==> src/rtl/usb_bulk_router_pkg.sv <==
// Shared USB PID field codes and small helpers for the bulk-endpoint router.
// Only the codes the router decodes are defined; SOF/SETUP, NYET and DATA2/MDATA fall through.
package usb_bulk_router_pkg;

    localparam logic [1:0] TokOut   = 2'b00;
    localparam logic [1:0] TokIn    = 2'b10;

    localparam logic [1:0] HskAck   = 2'b00;
    localparam logic [1:0] HskNak   = 2'b10;
    localparam logic [1:0] HskStall = 2'b11;

    localparam logic [1:0] PidData0 = 2'b00;
    localparam logic [1:0] PidData1 = 2'b10;

    function automatic logic [1:0] data_pid(input logic tog);
        return tog ? PidData1 : PidData0;
    endfunction

endpackage

==> src/rtl/usb_ep_tx_mux.sv <==
// NUM_EPS:1 AXI4-Stream mux for IN payloads; the select is registered when a transfer starts
// and tready is only returned to the selected endpoint while the mux is enabled.
module usb_ep_tx_mux #(
    parameter int unsigned NUM_EPS = 2
) (
    input  logic                   clock,
    input  logic                   reset,
    input  logic                   sel_load_i,
    input  logic [3:0]             sel_i,
    input  logic                   en_i,
    input  logic [NUM_EPS-1:0]     s_tvalid_i,
    input  logic [NUM_EPS-1:0]     s_tlast_i,
    input  logic [8*NUM_EPS-1:0]   s_tdata_i,
    output logic [NUM_EPS-1:0]     s_tready_o,
    output logic                   m_tvalid_o,
    output logic                   m_tlast_o,
    output logic [7:0]             m_tdata_o,
    input  logic                   m_tready_i
);

    logic [3:0] sel_q;

    always_ff @(posedge clock) begin
        if (reset) begin
            sel_q <= '0;
        end else if (sel_load_i) begin
            sel_q <= sel_i;
        end
    end

    always_comb begin
        m_tvalid_o = 1'b0;
        m_tlast_o  = 1'b0;
        m_tdata_o  = '0;
        s_tready_o = '0;
        for (int i = 0; i < NUM_EPS; i++) begin
            if (en_i && sel_q == 4'(i)) begin
                m_tvalid_o    = s_tvalid_i[i];
                m_tlast_o     = s_tlast_i[i];
                m_tdata_o     = s_tdata_i[8*i +: 8];
                s_tready_o[i] = m_tready_i;
            end
        end
    end

endmodule

==> src/rtl/usb_bulk_router.sv <==
// Bulk-endpoint transaction engine: decodes OUT/IN tokens for EP1..NUM_EPS, keeps per-direction
// DATA0/1 toggles, routes payload streams and issues or consumes the handshake.
module usb_bulk_router
    import usb_bulk_router_pkg::*;
#(
    parameter int unsigned        NUM_EPS     = 2,
    parameter logic [NUM_EPS-1:0] EP_IN_MASK  = 2'b11,
    parameter logic [NUM_EPS-1:0] EP_OUT_MASK = 2'b01,
    parameter int unsigned        TIMEOUT     = 1023
) (
    input  logic                   clock,
    input  logic                   reset,
    input  logic [6:0]             usb_addr_i,
    input  logic                   tok_recv_i,
    input  logic [1:0]             tok_type_i,
    input  logic [6:0]             tok_addr_i,
    input  logic [3:0]             tok_endp_i,
    input  logic                   usb_recv_i,
    input  logic [1:0]             usb_type_i,
    input  logic                   crc_err_i,
    input  logic                   rx_tvalid_i,
    output logic                   rx_tready_o,
    input  logic                   rx_tlast_i,
    input  logic [7:0]             rx_tdata_i,
    input  logic                   hsk_recv_i,
    input  logic [1:0]             hsk_type_i,
    output logic                   hsk_send_o,
    output logic [1:0]             hsk_type_o,
    input  logic                   hsk_sent_i,
    output logic                   trn_send_o,
    output logic [1:0]             trn_type_o,
    input  logic                   trn_done_i,
    output logic                   tx_tvalid_o,
    input  logic                   tx_tready_i,
    output logic                   tx_tlast_o,
    output logic [7:0]             tx_tdata_o,
    output logic [NUM_EPS-1:0]     ep_rx_tvalid_o,
    input  logic [NUM_EPS-1:0]     ep_rx_tready_i,
    output logic                   ep_rx_tlast_o,
    output logic [7:0]             ep_rx_tdata_o,
    input  logic [NUM_EPS-1:0]     ep_rx_ready_i,
    output logic [NUM_EPS-1:0]     ep_rx_commit_o,
    output logic [NUM_EPS-1:0]     ep_rx_abort_o,
    input  logic [NUM_EPS-1:0]     ep_tx_ready_i,
    input  logic [NUM_EPS-1:0]     ep_tx_tvalid_i,
    input  logic [NUM_EPS-1:0]     ep_tx_tlast_i,
    input  logic [8*NUM_EPS-1:0]   ep_tx_tdata_i,
    output logic [NUM_EPS-1:0]     ep_tx_tready_o,
    output logic [NUM_EPS-1:0]     ep_tx_ack_o,
    input  logic [NUM_EPS-1:0]     ep_halt_i,
    input  logic [NUM_EPS-1:0]     ep_clear_i
);

    localparam int unsigned TW = $clog2(TIMEOUT + 1);

    typedef enum logic [2:0] {
        StIdle, StRxData, StRxHsk, StTxData, StTxWait, StTxHsk, StHskDone
    } state_e;

    function automatic logic pick(input logic [NUM_EPS-1:0] v, input logic [3:0] idx);
        logic r;
        r = 1'b0;
        for (int i = 0; i < NUM_EPS; i++) begin
            if (idx == 4'(i)) r = v[i];
        end
        return r;
    endfunction

    state_e             state_q, state_d;
    logic [3:0]         ep_q, ep_d;
    logic [NUM_EPS-1:0] tog_out_q, tog_out_d, tog_in_q, tog_in_d;
    logic               got_pid_q, got_pid_d, halt_q, halt_d, rdy_q, rdy_d, match_q, match_d;
    logic               crc_q, crc_d, commit_pend_q, commit_pend_d;
    logic [1:0]         hsk_type_q, hsk_type_d, trn_type_q, trn_type_d;
    logic               trn_send_q, trn_send_d;
    logic [TW-1:0]      timer_q, timer_d;
    logic [NUM_EPS-1:0] commit_q, commit_d, abort_q, abort_d, ack_q, ack_d;

    logic               addr_ok, tok_hit_in, tok_hit_out;
    logic [3:0]         tok_idx;
    logic [NUM_EPS-1:0] ep_oh;
    logic               fwd, in_rx, timeout_hit, flip_out, flip_in, sel_load, tx_en, last_beat;

    always_comb begin
        tok_hit_in  = 1'b0;
        tok_hit_out = 1'b0;
        tok_idx     = '0;
        for (int i = 0; i < NUM_EPS; i++) begin
            if (tok_endp_i == 4'(i + 1)) begin
                tok_idx     = 4'(i);
                tok_hit_in  = EP_IN_MASK[i];
                tok_hit_out = EP_OUT_MASK[i];
            end
        end
        for (int i = 0; i < NUM_EPS; i++) begin
            ep_oh[i] = (ep_q == 4'(i));
        end
    end

    assign addr_ok     = (tok_addr_i == usb_addr_i);
    assign fwd         = got_pid_q & ~halt_q & rdy_q & match_q;
    assign in_rx       = (state_q == StRxData);
    assign timeout_hit = (timer_q == TW'(TIMEOUT));
    assign last_beat   = in_rx & rx_tvalid_i & rx_tready_o & rx_tlast_i;

    always_comb begin
        state_d       = state_q;
        ep_d          = ep_q;
        got_pid_d     = got_pid_q;
        halt_d        = halt_q;
        rdy_d         = rdy_q;
        match_d       = match_q;
        crc_d         = crc_q;
        commit_pend_d = commit_pend_q;
        hsk_type_d    = hsk_type_q;
        trn_type_d    = trn_type_q;
        trn_send_d    = 1'b0;
        timer_d       = (state_q == StRxData || state_q == StTxWait) ? timer_q + 1'b1 : timer_q;
        commit_d      = '0;
        abort_d       = '0;
        ack_d         = '0;
        flip_out      = 1'b0;
        flip_in       = 1'b0;
        sel_load      = 1'b0;

        unique case (state_q)
            StIdle: begin
                if (tok_recv_i && addr_ok && tok_type_i == TokOut && tok_hit_out) begin
                    state_d       = StRxData;
                    ep_d          = tok_idx;
                    got_pid_d     = 1'b0;
                    halt_d        = 1'b0;
                    rdy_d         = 1'b0;
                    match_d       = 1'b0;
                    crc_d         = 1'b0;
                    commit_pend_d = 1'b0;
                    timer_d       = '0;
                end else if (tok_recv_i && addr_ok && tok_type_i == TokIn && tok_hit_in) begin
                    ep_d = tok_idx;
                    if (pick(ep_halt_i, tok_idx)) begin
                        hsk_type_d = HskStall;
                        state_d    = StTxHsk;
                    end else if (!pick(ep_tx_ready_i, tok_idx)) begin
                        hsk_type_d = HskNak;
                        state_d    = StTxHsk;
                    end else begin
                        state_d    = StTxData;
                        trn_send_d = 1'b1;
                        trn_type_d = data_pid(pick(tog_in_q, tok_idx));
                        sel_load   = 1'b1;
                    end
                end
            end
            StRxData: begin
                // Endpoint status is frozen at the DATAx PID so the handshake matches what was routed.
                if (usb_recv_i && !got_pid_q) begin
                    got_pid_d = 1'b1;
                    halt_d    = pick(ep_halt_i, ep_q);
                    rdy_d     = pick(ep_rx_ready_i, ep_q);
                    match_d   = (usb_type_i == data_pid(pick(tog_out_q, ep_q)));
                end
                if (crc_err_i) crc_d = 1'b1;
                if (last_beat) begin
                    if (crc_q || crc_err_i) begin
                        abort_d = fwd ? ep_oh : '0;
                        state_d = StIdle;
                    end else begin
                        state_d = StRxHsk;
                        if (halt_q) begin
                            hsk_type_d = HskStall;
                        end else if (!rdy_q) begin
                            hsk_type_d = HskNak;
                        end else begin
                            hsk_type_d    = HskAck;
                            commit_pend_d = fwd;
                        end
                    end
                end else if (timeout_hit) begin
                    abort_d = fwd ? ep_oh : '0;
                    state_d = StIdle;
                end
            end
            StRxHsk, StTxHsk: state_d = StHskDone;
            StHskDone: begin
                if (hsk_sent_i) begin
                    state_d       = StIdle;
                    commit_pend_d = 1'b0;
                    if (commit_pend_q) begin
                        commit_d = ep_oh;
                        flip_out = 1'b1;
                    end
                end
            end
            StTxData: begin
                if (trn_done_i) begin
                    state_d = StTxWait;
                    timer_d = '0;
                end
            end
            StTxWait: begin
                if (hsk_recv_i) begin
                    state_d = StIdle;
                    if (hsk_type_i == HskAck) begin
                        ack_d   = ep_oh;
                        flip_in = 1'b1;
                    end
                end else if (timeout_hit) begin
                    state_d = StIdle;
                end
            end
            default: state_d = StIdle;
        endcase

        tog_out_d = (flip_out ? tog_out_q ^ ep_oh : tog_out_q) & ~ep_clear_i;
        tog_in_d  = (flip_in ? tog_in_q ^ ep_oh : tog_in_q) & ~ep_clear_i;
    end

    always_ff @(posedge clock) begin
        if (reset) begin
            state_q       <= StIdle;
            ep_q          <= '0;
            tog_out_q     <= '0;
            tog_in_q      <= '0;
            got_pid_q     <= 1'b0;
            halt_q        <= 1'b0;
            rdy_q         <= 1'b0;
            match_q       <= 1'b0;
            crc_q         <= 1'b0;
            commit_pend_q <= 1'b0;
            hsk_type_q    <= '0;
            trn_type_q    <= '0;
            trn_send_q    <= 1'b0;
            timer_q       <= '0;
            commit_q      <= '0;
            abort_q       <= '0;
            ack_q         <= '0;
        end else begin
            state_q       <= state_d;
            ep_q          <= ep_d;
            tog_out_q     <= tog_out_d;
            tog_in_q      <= tog_in_d;
            got_pid_q     <= got_pid_d;
            halt_q        <= halt_d;
            rdy_q         <= rdy_d;
            match_q       <= match_d;
            crc_q         <= crc_d;
            commit_pend_q <= commit_pend_d;
            hsk_type_q    <= hsk_type_d;
            trn_type_q    <= trn_type_d;
            trn_send_q    <= trn_send_d;
            timer_q       <= timer_d;
            commit_q      <= commit_d;
            abort_q       <= abort_d;
            ack_q         <= ack_d;
        end
    end

    // Non-forwarded OUT data is still drained so the decoder never stalls.
    assign rx_tready_o    = in_rx ? (fwd ? pick(ep_rx_tready_i, ep_q) : 1'b1) : 1'b0;
    assign ep_rx_tvalid_o = (in_rx && fwd && rx_tvalid_i) ? ep_oh : '0;
    assign ep_rx_tlast_o  = in_rx & rx_tlast_i;
    assign ep_rx_tdata_o  = in_rx ? rx_tdata_i : 8'h00;
    assign hsk_send_o     = (state_q == StRxHsk) || (state_q == StTxHsk);
    assign hsk_type_o     = hsk_type_q;
    assign trn_send_o     = trn_send_q;
    assign trn_type_o     = trn_type_q;
    assign ep_rx_commit_o = commit_q;
    assign ep_rx_abort_o  = abort_q;
    assign ep_tx_ack_o    = ack_q;
    assign tx_en          = (state_q == StTxData);

    usb_ep_tx_mux #(
        .NUM_EPS (NUM_EPS)
    ) u_tx_mux (
        .clock      (clock),
        .reset      (reset),
        .sel_load_i (sel_load),
        .sel_i      (tok_idx),
        .en_i       (tx_en),
        .s_tvalid_i (ep_tx_tvalid_i),
        .s_tlast_i  (ep_tx_tlast_i),
        .s_tdata_i  (ep_tx_tdata_i),
        .s_tready_o (ep_tx_tready_o),
        .m_tvalid_o (tx_tvalid_o),
        .m_tlast_o  (tx_tlast_o),
        .m_tdata_o  (tx_tdata_o),
        .m_tready_i (tx_tready_i)
    );

endmodule

==> config.mk <==
export PLATFORM = sky130hd
export DESIGN_NAME = usb_bulk_router
export DESIGN_NICKNAME = d
export VERILOG_FILES = /design/src/rtl/usb_bulk_router_pkg.sv /design/src/rtl/usb_ep_tx_mux.sv /design/src/rtl/usb_bulk_router.sv
export SDC_FILE = /design/constraint.sdc
export NUM_CORES = 1
export LEC_CHECK = 0
export CAP_MARGIN = 20
export CORE_MARGIN = 8
export CORE_UTILIZATION = 46
export CTS_BUF_LIST = sky130_fd_sc_hd__clkbuf_4 sky130_fd_sc_hd__clkbuf_8
export CTS_CLUSTER_SIZE = 10
export DETAILED_ROUTE_END_ITERATION = 8
export HOLD_SLACK_MARGIN = 0.1
export PLACE_DENSITY = 0.92
export SLEW_MARGIN = 10
export SYNTH_ARGS = -nofsm -noshare
export SYNTH_HDL_FRONTEND = slang
export SYNTH_HIERARCHICAL = 1
export SYNTH_SLANG_ARGS = --single-unit
==> constraint.sdc <==
create_clock -name clock -period 3.6 [get_ports clock]
set_input_delay 0.36 -clock clock [delete_from_list [all_inputs] [get_ports clock]]
set_output_delay 0.36 -clock clock [all_outputs]
set_load 0.01 [all_outputs]
Word level (Yosys, flattened, before mapping)

Cells that the tools add are included.

Add/subtract/negate cells: 1
Eq/ne operators: 28
Muxes and demuxes: 106
Bitwise logic cells: 22
Reduce and logical (&&, ||, !) cells: 34

Operator list:

| operator              | number |
|---|---|
| $mux 1                | 62 |
| $mux 2                | 18 |
| $mux 10               | 3 |
| $mux 3                | 9 |
| $mux 8                | 3 |
| $pmux 10 s2           | 1 |
| $ne 2x2->1 const B    | 9 |
| $pmux 3 s6            | 1 |
| $eq 4x1->1 const B    | 4 |
| $logic_not 4->1       | 3 |
| $add 10x1->10 const B | 1 |
| $eq 10x10->1 const B  | 1 |
| $logic_and 1x1->1     | 10 |
| $not 1->1             | 10 |
| $pmux 1 s2            | 5 |
| $eq 3x3->1 const B    | 3 |
| $reduce_and 3->1      | 3 |
| $mux 4                | 2 |
| $reduce_or 4->1       | 2 |
| $and 1x1->1           | 7 |
| $eq 7x7->1            | 1 |
| $reduce_and 7->1      | 1 |
| $eq 3x2->1 const B    | 2 |
| $ne 3x3->1 const B    | 2 |
| other kinds (20)      | 28 |

Register bits after elaboration: 42

Longest topological paths before layout

Gate-level depths: netlist (run 1).

Depth in word-level cells: 18
Mapped depth: 9
Mapped depth without buffers: 7

By module

The synthesis (run 1) kept the hierarchy.

Modules (own cells, without submodules):

| module          | instances | cells each | area an instance (µm²) |
|---|---|---|---|
| usb_bulk_router | 1         | 246        | 2,047.0 |
| usb_ep_tx_mux   | 1         | 40         | 325.3 |

Least setup slack after synthesis (run 1)

OpenSTA, ideal clock, no wires.

Path type: register to output
Start point: register state_q[1]
End point: output ep_tx_tready_o[0]
Arrival: 1,631 ps
Required time: 3,240 ps
Path slack: 1,609 ps
Cell stages (with the launch flop): 5
Buffers on the path: 1
Path through: dfxtp_1 clkbuf_1 and3_1 or4b_4 nor3b_1

Longest elaborated chain between the ends: 3

RTL lines:

| item                     | line                   | source |
|---|---|---|
| start: declaration       | usb_bulk_router.sv:69  | `state_e state_q, state_d;` |
| start signal: assignment | usb_bulk_router.sv:220 | `state_q <= StIdle;` |
| start signal: assignment | usb_bulk_router.sv:238 | `state_q <= state_d;` |
| $eq 3x2->1               | usb_bulk_router.sv:270 | `assign tx_en = (state_q == StTxData);` |
| net tx_en                | usb_bulk_router.sv:82  | `logic fwd, in_rx, timeout_hit, flip_out, flip_in, sel_load, tx_en, last_beat;` |
| $logic_and 1x1->1        | usb_ep_tx_mux.sv:37    | `if (en_i && sel_q == 4'(i)) begin` |
| $mux 1                   | usb_ep_tx_mux.sv:37    |  |
| end: declaration         | usb_bulk_router.sv:48  | `output logic [NUM_EPS-1:0] ep_tx_tready_o,` |

The timed path passes the listed nets, and every way through them passes these cells.

Worst setup path in the final report (run 1)

Same ends and word-level chain as after synthesis.

==> results of run 1 <==
==> Yosys cell counts (all sizes together), types with 7 or more instances <==
cell type	number
nor2	42
dfxtp	38
mux2i	22
nand2	20
nor3	15
xnor2	15
and3	13
o21ai	11
clkbuf	10
nand4	9
nor2b	9
xor2	7
==> area by class of cell <==
type                    count  share of cell area, %
multi-input cells         232                   42.9
inverters                   4                  0.421
well taps                  70                   2.45
clock buffers               6                   2.14
repair buffers            109                   30.4
flip-flops and latches     38                   21.3
clock inverters             2                  0.386
==> worst max-delay path, stage by stage, from the launching register on <==
cell and delay, ps:
dfxtp_1 590, and3_1 270, or4b_4 560, nor3b_1 240, clkdlybuf4s50_1 570
==> per-layer routing <==
layer / up-vias / routed length, um
li1: 1222 / -
met1: 1147 / 2690
met2: 107 / 3630
met3: 10 / 777
met4: 0 / 70
met5: - / 0
==> cell families after synthesis <==
logic type	Yosys count
simple gates	141
compound gates	39
flops	38
mux	25
xor+xnor	22
buf+inv	19
fa+ha+maj	1
other cells	1
==> power breakdown <==
part / switching, mW / internal, mW
sequential: 0.00180 / 0.421
clock: 0.155 / 0.144
combinational: 0.0574 / 0.0979
==> through the flow <==
| step | instance area [um2] | setup slack (ps) |
|---|---|---|
| 6_report | 3570 | 722 |
| 5_1_grt | 3570 | 603 |
| 4_1_cts | 3570 | 755 |
| 3_5_place_dp | 3480 | 802 |
| 3_3_place_gp | 3480 | 909 |
| 2_1_floorplan | 2380 | 1610 |
==> how the worst max path moves through the flow <==
stage	startpoint	endpoint	slack (ps)	depth (start not counted)
6_report	state_q[1]	ep_tx_tready_o[0]	720	4
5_1_grt	state_q[1]	ep_tx_tready_o[0]	600	4
4_1_cts	state_q[1]	ep_tx_tready_o[0]	760	4
3_5_place_dp	tok_endp_i[3]	u_tx_mux/sel_q[2]	800	7
3_3_place_gp	tok_endp_i[3]	u_tx_mux/sel_q[0]	910	7
2_1_floorplan	state_q[1]	ep_tx_tready_o[0]	1610	4
==> layout by cell type (no fill, tap or decap), types with 5 or more instances in the layout <==
cell type | netlist | routed
nor2_1 | 41 | 41
nor2b_1 | 9 | 9
nand2_1 | 20 | 20
mux2i_1 | 22 | 22
xnor2_1 | 15 | 15
and3_1 | 13 | 13
dfxtp_1 | 38 | 38
clkbuf_8 | 0 | 5
o21ai_0 | 9 | 9
nand3_1 | 5 | 5
nor3_1 | 14 | 14
clkdlybuf4s50_1 | 0 | 107
nand4_1 | 9 | 9
a21oi_1 | 5 | 5
xor2_1 | 7 | 7
==> registers in the layout, indices dropped and copies added (netlist names) <==
register	count
timer_q	10
u_tx_mux/sel_q	4
state_q	3
ep_rx_abort_o	2
ep_rx_commit_o	2
ep_tx_ack_o	2
hsk_type_o	2
tog_in_q	2
tog_out_q	2
commit_pend_q	1
crc_q	1
ep_q	1
got_pid_q	1
halt_q	1
match_q	1
rdy_q	1
trn_send_o	1
trn_type_o	1
==> flow_summary_export.csv, run 1 <==
group,metric,value,unit
grt,overflow,0,
final_layout,finalNonFillerCells,461,
grt,grt_pass1_wl,11400,um
floorplan,chipWidth,87.8,um
sta,hold_violations,0,
floorplan,die_h,87.8,um
final_layout,final_core_util,70.8,%
floorplan,core,5040,um2
clock_tree,tritoncts.num_buffers,5,
synthesis,synth_area_leader_cell,"dfxtp_1",
worst_setup_path,critPathMaxFanout,14,
worst_setup_path,required,3240,ps
sta,fin_setup_tns,0,ps
clock_tree,cts_buffer_depth,2,
power_and_ir_drop,power_density,246,nW/um2
grt,met1_usage,19.2,%
synthesis,async_flop_share,0,%
synthesis,synth_simple_gate_area_share,32.5,%
worst_hold_path,hp-class,"reg -> reg",
final_layout,n_fill_cell,399,
detailed_routing,wl_per_cell,15.5,um
clock_tree,cts_tree,"built",
sta,hold_ws,474,ps
sta,rsz0062_at_grt,"false",
floorplan,num_io_pins,109,
placed_design,dp_hpwl,5810,um
worst_hold_path,hold_depth,2,
worst_hold_path,hold-path-endpoint,"hsk_type_o[0]",
worst_setup_path,r2r_setup_slack,1560,ps
worst_hold_path,min-delay-start,"hsk_type_o[0]",
synthesis,synth-adder-area-share,0.527,%
clock_tree,postCtsHoldBufs,0,
synthesis,synth_xor_area_share,8.12,%
placed_design,gp_congestion,0.865,
sta,fmax,348,MHz
synthesis,syn_inst,286,
sta,max-slew-margin-rel,47.7,%
synthesis,synth-compound-area-share,11.8,%
final_layout,ff_latch_area,761,um2
clock_tree,clkTransAtPathRegs,80,ps
grt,grt_max_degree,26,
floorplan,die_area,7710,um2
clock_tree,htreeDepth,2,
detailed_routing,route.vias.total,2486,
final_layout,nets,464,
placed_design,port_buffers,107,
clock_tree,cts_resized,0,
synthesis,synth.area.mux_share,10.9,%
worst_setup_path,r2r-start,"state_q[1]",
synthesis,ys_types,59,
synthesis,ys_ff_latch,38,
worst_setup_path,ff2ff_path_depth,6,
clock_tree,cts_sinks,38,
clock_tree,postCtsSetupBuffers,0,
synthesis,synth_top_family_by_area,"simple AND/OR/NAND/NOR gates",
sta,slew_viol_final,0,
grt,first_global_vias,2433,
worst_setup_path,r2r-end,"u_tx_mux/sel_q[1]",
synthesis,ys_seq_area_share,32.1,%
synthesis,yosysWarningCount,6,
power_and_ir_drop,vdd_drop_max,0.262,mV
worst_setup_path,endpoint_kind,"output port",
synthesis,synth-edff-count,0,
clock_tree,clkLatencyLatePin,290,ps
detailed_routing,finalWirelength,7160,um
synthesis,syn_avg_cell_area,8.29,um2
floorplan,rows,26,
sta,setup_viol,0,
final_layout,multi_input_area,1530,um2
grt,antenna_found_initial,0,
sta,tightest_slew,782,ps
synthesis,synth_area_leaders,"dfxtp_1 (32%), mux2i_1 (9.3%), nor2_1 (6.5%), xnor2_1 (5.5%), and3_1 (3.4%)",
grt,use_met2,34.1,%
power_and_ir_drop,power,878,uW
detailed_routing,viasPerCell,5.39,
synthesis,synth_top_area_share,32.1,%
detailed_routing,dr.first_iter.drc_count,159,
grt,busiest_layer,"met2",
power_and_ir_drop,p_leak,1.33,nW
detailed_routing,drc_errors,0,
grt,gr-usage-met3,6.29,%
worst_setup_path,path_class,"reg -> out",
status,status,"finished, final reports clean",
synthesis,ys_dominant_reg_cell,"dfxtp_1",
placed_design,dp.cells,453,
clock_tree,root_buffer,"clkbuf_8",
detailed_routing,drtPass1Iterations,4,
grt,grt_usage,18.3,%
sta,skew,8.31,ps
final_layout,num_antenna_cells,0,
final_layout,drive_gt1_share,5.88,%
synthesis,syn_area,2370,um2
detailed_routing,ant_nets,0,
worst_setup_path,cp-start-kind,"flip-flop",
floorplan,start_util,47.0,%
sta,fin_crit,2880,ps
flow_run,maxCapViolCount,0,
final_layout,syn2layout_area_growth,50.5,%
sta,period_share,79.9,%
worst_setup_path,crit_arrival,2520,ps
(Power assumes the default switching activity.)
==> run 2, diff against run 1 <==
- CORE_UTILIZATION: 46 -> 43
- PLACE_DENSITY: 0.92 -> 0.87
- clock period: 3.6 -> 2.8 ns (I/O delays scaled with it)
==> run 2 against run 1 <==
Via count increased by 1.9%; hold slack improved by 21 ps; combinational power increased by 32%; setup slack got worse by 480 ps; non-clock buffer count increased by 6; critical endpoint unchanged; largest cell class unchanged; largest power group is now clock.
==> flow_summary_export.csv, run 2 (synthesis gave the netlist of run 1 again) <==
group,metric,value,unit
worst_setup_path,worstPathCellList,"inv_1 -> and3_1 -> or4b_4 -> nor3b_1 -> clkdlybuf4s50_1",
detailed_routing,viasPerCell,5.40,
clock_tree,cts_sinks,38,
final_layout,ff_latch_area,761,um2
sta,hold_ws,495,ps
final_layout,largest_reg_flops,10,
final_layout,syn2layout_area_growth,54.7,%
sta,max-slew-margin-rel,55.6,%
placed_design,dp_hpwl,6080,um
sta,tightest_slew,665,ps
power_and_ir_drop,power,1.32,mW
clock_tree,postCtsHoldBufs,0,
final_layout,drive_gt1_share,7.30,%
floorplan,chipWidth,90.3,um
worst_setup_path,ff2ff_path_depth,5,
worst_setup_path,endpoint_kind,"output port",
final_layout,design_area,3670,um2
power_and_ir_drop,vdd_drop_max,0.327,mV
clock_tree,cts_resized,0,
grt,grt_max_degree,26,
final_layout,num_antenna_cells,0,
placed_design,port_buffers,107,
placed_design,dp_slack,343,ps
clock_tree,htreeDepth,2,
floorplan,num_io_pins,109,
detailed_routing,ant_nets,0,
worst_setup_path,slowest_stage,"or4b_4",
detailed_routing,finalWirelength,7520,um
placed_design,placed_cell_area,3530,um2
worst_hold_path,hold_depth,2,
worst_setup_path,critPathMaxStageDelay,570,ps
floorplan,die_h,90.3,um
sta,slew_viol_final,0,
worst_hold_path,hp-class,"reg -> reg",
power_and_ir_drop,p_leak,1.38,nW
sta,skew,3.27,ps
worst_setup_path,critPathMaxFanout,12,
sta,period_share,91.5,%
sta,fin_crit,2560,ps
grt,overflow,0,
sta,fmax,390,MHz
final_layout,nets,470,
clock_tree,cts_buffer_depth,2,
clock_tree,root_buffer,"clkbuf_8",
worst_setup_path,crit_arrival,2280,ps
detailed_routing,dr.first_iter.drc_count,100,
clock_tree,clkTransAtPathRegs,70,ps
final_layout,largest-register,"timer_q",
power_and_ir_drop,power_density,360,nW/um2
clock_tree,clkLatencyLatePin,290,ps
flow_run,maxCapViolCount,0,
final_layout,finalNonFillerCells,469,
grt,grt_usage,18.2,%
grt,grt_pass1_wl,12500,um
detailed_routing,drc_errors,0,
final_layout,mostFrequentLayoutCell,"clkdlybuf4s50_1",
detailed_routing,drtPass1Iterations,4,
final_layout,final_core_util,67.9,%
worst_setup_path,cp-start-kind,"flip-flop",
floorplan,start_util,43.9,%
floorplan,rows,27,
grt,first_global_vias,2660,
final_layout,layout_common_cells,"clkdlybuf4s50_1 (107), nor2_1 (41), dfxtp_1 (38)",
sta,hold_violations,0,
sta,rsz0062_at_grt,"false",
floorplan,die_area,8150,um2
detailed_routing,route.vias.total,2534,
sta,fin_setup_tns,0,ps
clock_tree,tritoncts.num_buffers,5,
final_layout,largestRegisters,"timer_q (10), u_tx_mux/sel_q (4), state_q (3)",
clock_tree,postCtsSetupBuffers,0,
clock_tree,cts_tree,"built",
grt,antenna_found_initial,0,
detailed_routing,wl_per_cell,16.0,um
status,status,"finished, final reports clean",
final_layout,multi_input_area,1530,um2
floorplan,core,5410,um2
sta,fin_ws,238,ps
final_layout,n_fill_cell,429,
placed_design,gp_congestion,0.872,
placed_design,dp.cells,461,
worst_setup_path,required,2520,ps
sta,setup_viol,0,
worst_setup_path,path_class,"reg -> out",
## run 2: layout make-up
| type | count | area share, % |
|---|---|---|
| Clock buffer | 6 | 2.25 |
| Clock inverter | 2 | 1.64 |
| Inverter | 4 | 0.409 |
| Multi-Input combinational cell | 232 | 41.7 |
| Sequential cell | 38 | 20.7 |
| Tap cell | 72 | 2.45 |
| Timing Repair Buffer | 115 | 30.8 |
## run 2: worst paths after layout
| check | from | to | slack [ps] |
|---|---|---|---|
| setup / recovery | state_q[2] | ep_tx_tready_o[0] | 240 |
| hold / removal | hsk_type_o[0] | hsk_type_o[0] | 500 |
| hold reg to reg | hsk_type_o[0] | hsk_type_o[0] | 500 |
| setup reg to reg | ep_q[0] | hsk_type_o[1] | 760 |
## run 2: layer usage
layer	routed length [um]	part of all wire, %	track usage (%)	vias to the layer above
met5	0	0	0	-
met4	78	1.0	3.33	0
met3	522	6.9	5.40	12
met2	3990	53	35.3	105
met1	2930	39	18.8	1181
li1	-	-	-	1236
## run 2: power breakdown
part | leakage, nW | switching, mW | internal (mW)
clock | 0.0714 | 0.192 | 0.380
sequential | 0.306 | 0.00148 | 0.542
combinational | 1.01 | 0.0763 | 0.129
total | 1.38 | 0.270 | 1.05
## run 2: critical path, delay by kind of cell (launching register included)
family	cells	cell delay (ps)
buffers and inverters	2	670
DFF	1	310
and+or+nand+nor	3	1000
==> run 3, diff against run 2 <==
- CORE_UTILIZATION: 43 -> 46
- PLACE_DENSITY: 0.87 -> 0.92
- clock period: 2.8 -> 3.1 ns (I/O delays scaled with it)
==> run 3 against run 2 <==
Final cell count fell by 0.85%; sequential cell count unchanged; first-iteration DRC count grew 27%; critical path depth unchanged; largest power group unchanged; clock-buffer cell count did not move; critical path type unchanged; combinational power shrank 10%; critical endpoint unchanged; register-to-register slack gained 260 ps.
==> flow_summary_export.csv, run 3 (synthesis gave the netlist of run 1 again) <==
group,metric,value,unit
status,status,"finished, final reports clean",
final_layout,drive_gt1_share,6.84,%
sta,fin_crit,2740,ps
worst_setup_path,r2r-end,"hsk_type_o[1]",
sta,rsz0062_at_grt,"false",
clock_tree,postCtsSetupBuffers,0,
power_and_ir_drop,power,1.19,mW
sta,max-slew-margin-rel,51.2,%
worst_hold_path,hold-path-endpoint,"crc_q",
worst_setup_path,r2r-start,"ep_q[0]",
placed_design,dp_hpwl,5990,um
sta,slew_viol_final,0,
final_layout,ff_latch_area,761,um2
sta,period_share,88.4,%
floorplan,die_area,7710,um2
final_layout,largest_reg_flops,10,
worst_setup_path,cp-start-kind,"flip-flop",
worst_setup_path,required,2790,ps
detailed_routing,drtPass1Iterations,5,
worst_hold_path,hold_depth,2,
final_layout,mostFrequentLayoutCell,"clkdlybuf4s50_1",
floorplan,die_h,87.8,um
worst_setup_path,critPathMaxStageDelay,570,ps
clock_tree,postCtsHoldBufs,0,
placed_design,port_buffers,107,
sta,fin_setup_tns,0,ps
grt,overflow,0,
floorplan,core,5040,um2
final_layout,syn2layout_area_growth,54.0,%
sta,setup_viol,0,
sta,tightest_slew,725,ps
floorplan,start_util,47.0,%
placed_design,gp_congestion,0.910,
sta,skew,4.54,ps
clock_tree,cts_buffer_depth,2,
detailed_routing,dr.first_iter.drc_count,127,
worst_hold_path,min-delay-start,"crc_q",
power_and_ir_drop,vdd_drop_max,0.253,mV
worst_setup_path,path_class,"reg -> out",
grt,grt_usage,19.5,%
final_layout,multi_input_area,1530,um2
grt,first_global_vias,2681,
final_layout,num_antenna_cells,0,
worst_setup_path,worstPathCellList,"inv_1 -> and3_1 -> or4b_4 -> nor3b_1 -> clkdlybuf4s50_1",
clock_tree,cts_sinks,38,
sta,hold_ws,492,ps
clock_tree,root_buffer,"clkbuf_8",
worst_setup_path,critPathMaxFanout,12,
grt,grt_max_degree,26,
power_and_ir_drop,power_density,327,nW/um2
clock_tree,clkLatencyLatePin,290,ps
floorplan,rows,26,
detailed_routing,drc_errors,0,
final_layout,nets,468,
sta,fmax,365,MHz
worst_setup_path,slowest_stage,"clkdlybuf4s50_1",
worst_setup_path,endpoint_kind,"output port",
sta,hold_violations,0,
detailed_routing,route.vias.total,2551,
worst_setup_path,crit_arrival,2430,ps
clock_tree,htreeDepth,2,
detailed_routing,ant_nets,0,
worst_setup_path,ff2ff_path_depth,5,
power_and_ir_drop,p_leak,1.37,nW
worst_setup_path,critical-path-top-delay-family,"simple AND/OR/NAND/NOR gates",
flow_run,maxCapViolCount,0,
final_layout,largestRegisters,"timer_q (10), u_tx_mux/sel_q (4), state_q (3)",
final_layout,largest-register,"timer_q",
clock_tree,cts_tree,"built",
clock_tree,clkTransAtPathRegs,80,ps
clock_tree,tritoncts.num_buffers,5,
detailed_routing,finalWirelength,7660,um
final_layout,layout_common_cells,"clkdlybuf4s50_1 (107), nor2_1 (41), dfxtp_1 (38)",
floorplan,num_io_pins,109,
grt,grt_pass1_wl,12200,um
floorplan,chipWidth,87.8,um
worst_setup_path,r2r_setup_slack,1020,ps
worst_setup_path,path_buf_inv,2,
detailed_routing,wl_per_cell,16.5,um
detailed_routing,viasPerCell,5.49,
final_layout,n_fill_cell,383,
clock_tree,cts_resized,0,
grt,antenna_found_initial,0,
worst_hold_path,hp-class,"reg -> reg",
## run 3: cell count changes in the layout (fill, tap and decap cells not counted)
cell / change
buf_4: -2
## run 3: metal layers
metal,track usage [%],wire length (um)
met5,0,0
met4,4.69,124
met3,6.75,831
met2,36.0,3860
met1,20.6,2840
## run 3: worst max path at each step
stage / start / end / cells after the start
floorplan: state_q[1] / ep_tx_tready_o[0] / 4
global placement: tok_endp_i[3] / u_tx_mux/sel_q[1] / 8
detailed placement: tok_addr_i[0] / u_tx_mux/sel_q[3] / 7
CTS: state_q[2] / ep_tx_tready_o[0] / 5
global route: state_q[2] / ep_tx_tready_o[0] / 5
finish: state_q[2] / ep_tx_tready_o[0] / 5
## run 3: metrics by stage
step,setup WS (ps),instance area (um2),util [%],std cells
after floorplan,1160,2380,-,289
after global placement,632,3510,69.6,457
after detailed placement,569,3510,69.6,457
after CTS,357,3650,72.4,465
after global routing,303,3650,72.4,465
final,360,3650,72.4,465
## run 3: cell type report
class                   instances  area share, %
multi-input cells             232           41.9
well taps                      70           2.40
clock buffers                   6           2.26
inverters                       4          0.411
clock inverters                 2           1.64
flip-flops and latches         38           20.8
repair buffers                113           30.6
## run 3: worst register-to-register path, delay by kind of cell, from the launching register on
family	cells	cell delay (ps)
and+or+nand+nor	2	300
AOI/OAI and AO/OA	2	720
muxes	1	310
DFF	1	640
## run 3: report_power, final
| part | internal [mW] | switching, mW |
|---|---|---|
| logic | 0.116 | 0.0685 |
| registers | 0.489 | 0.00190 |
| clock network | 0.343 | 0.175 |
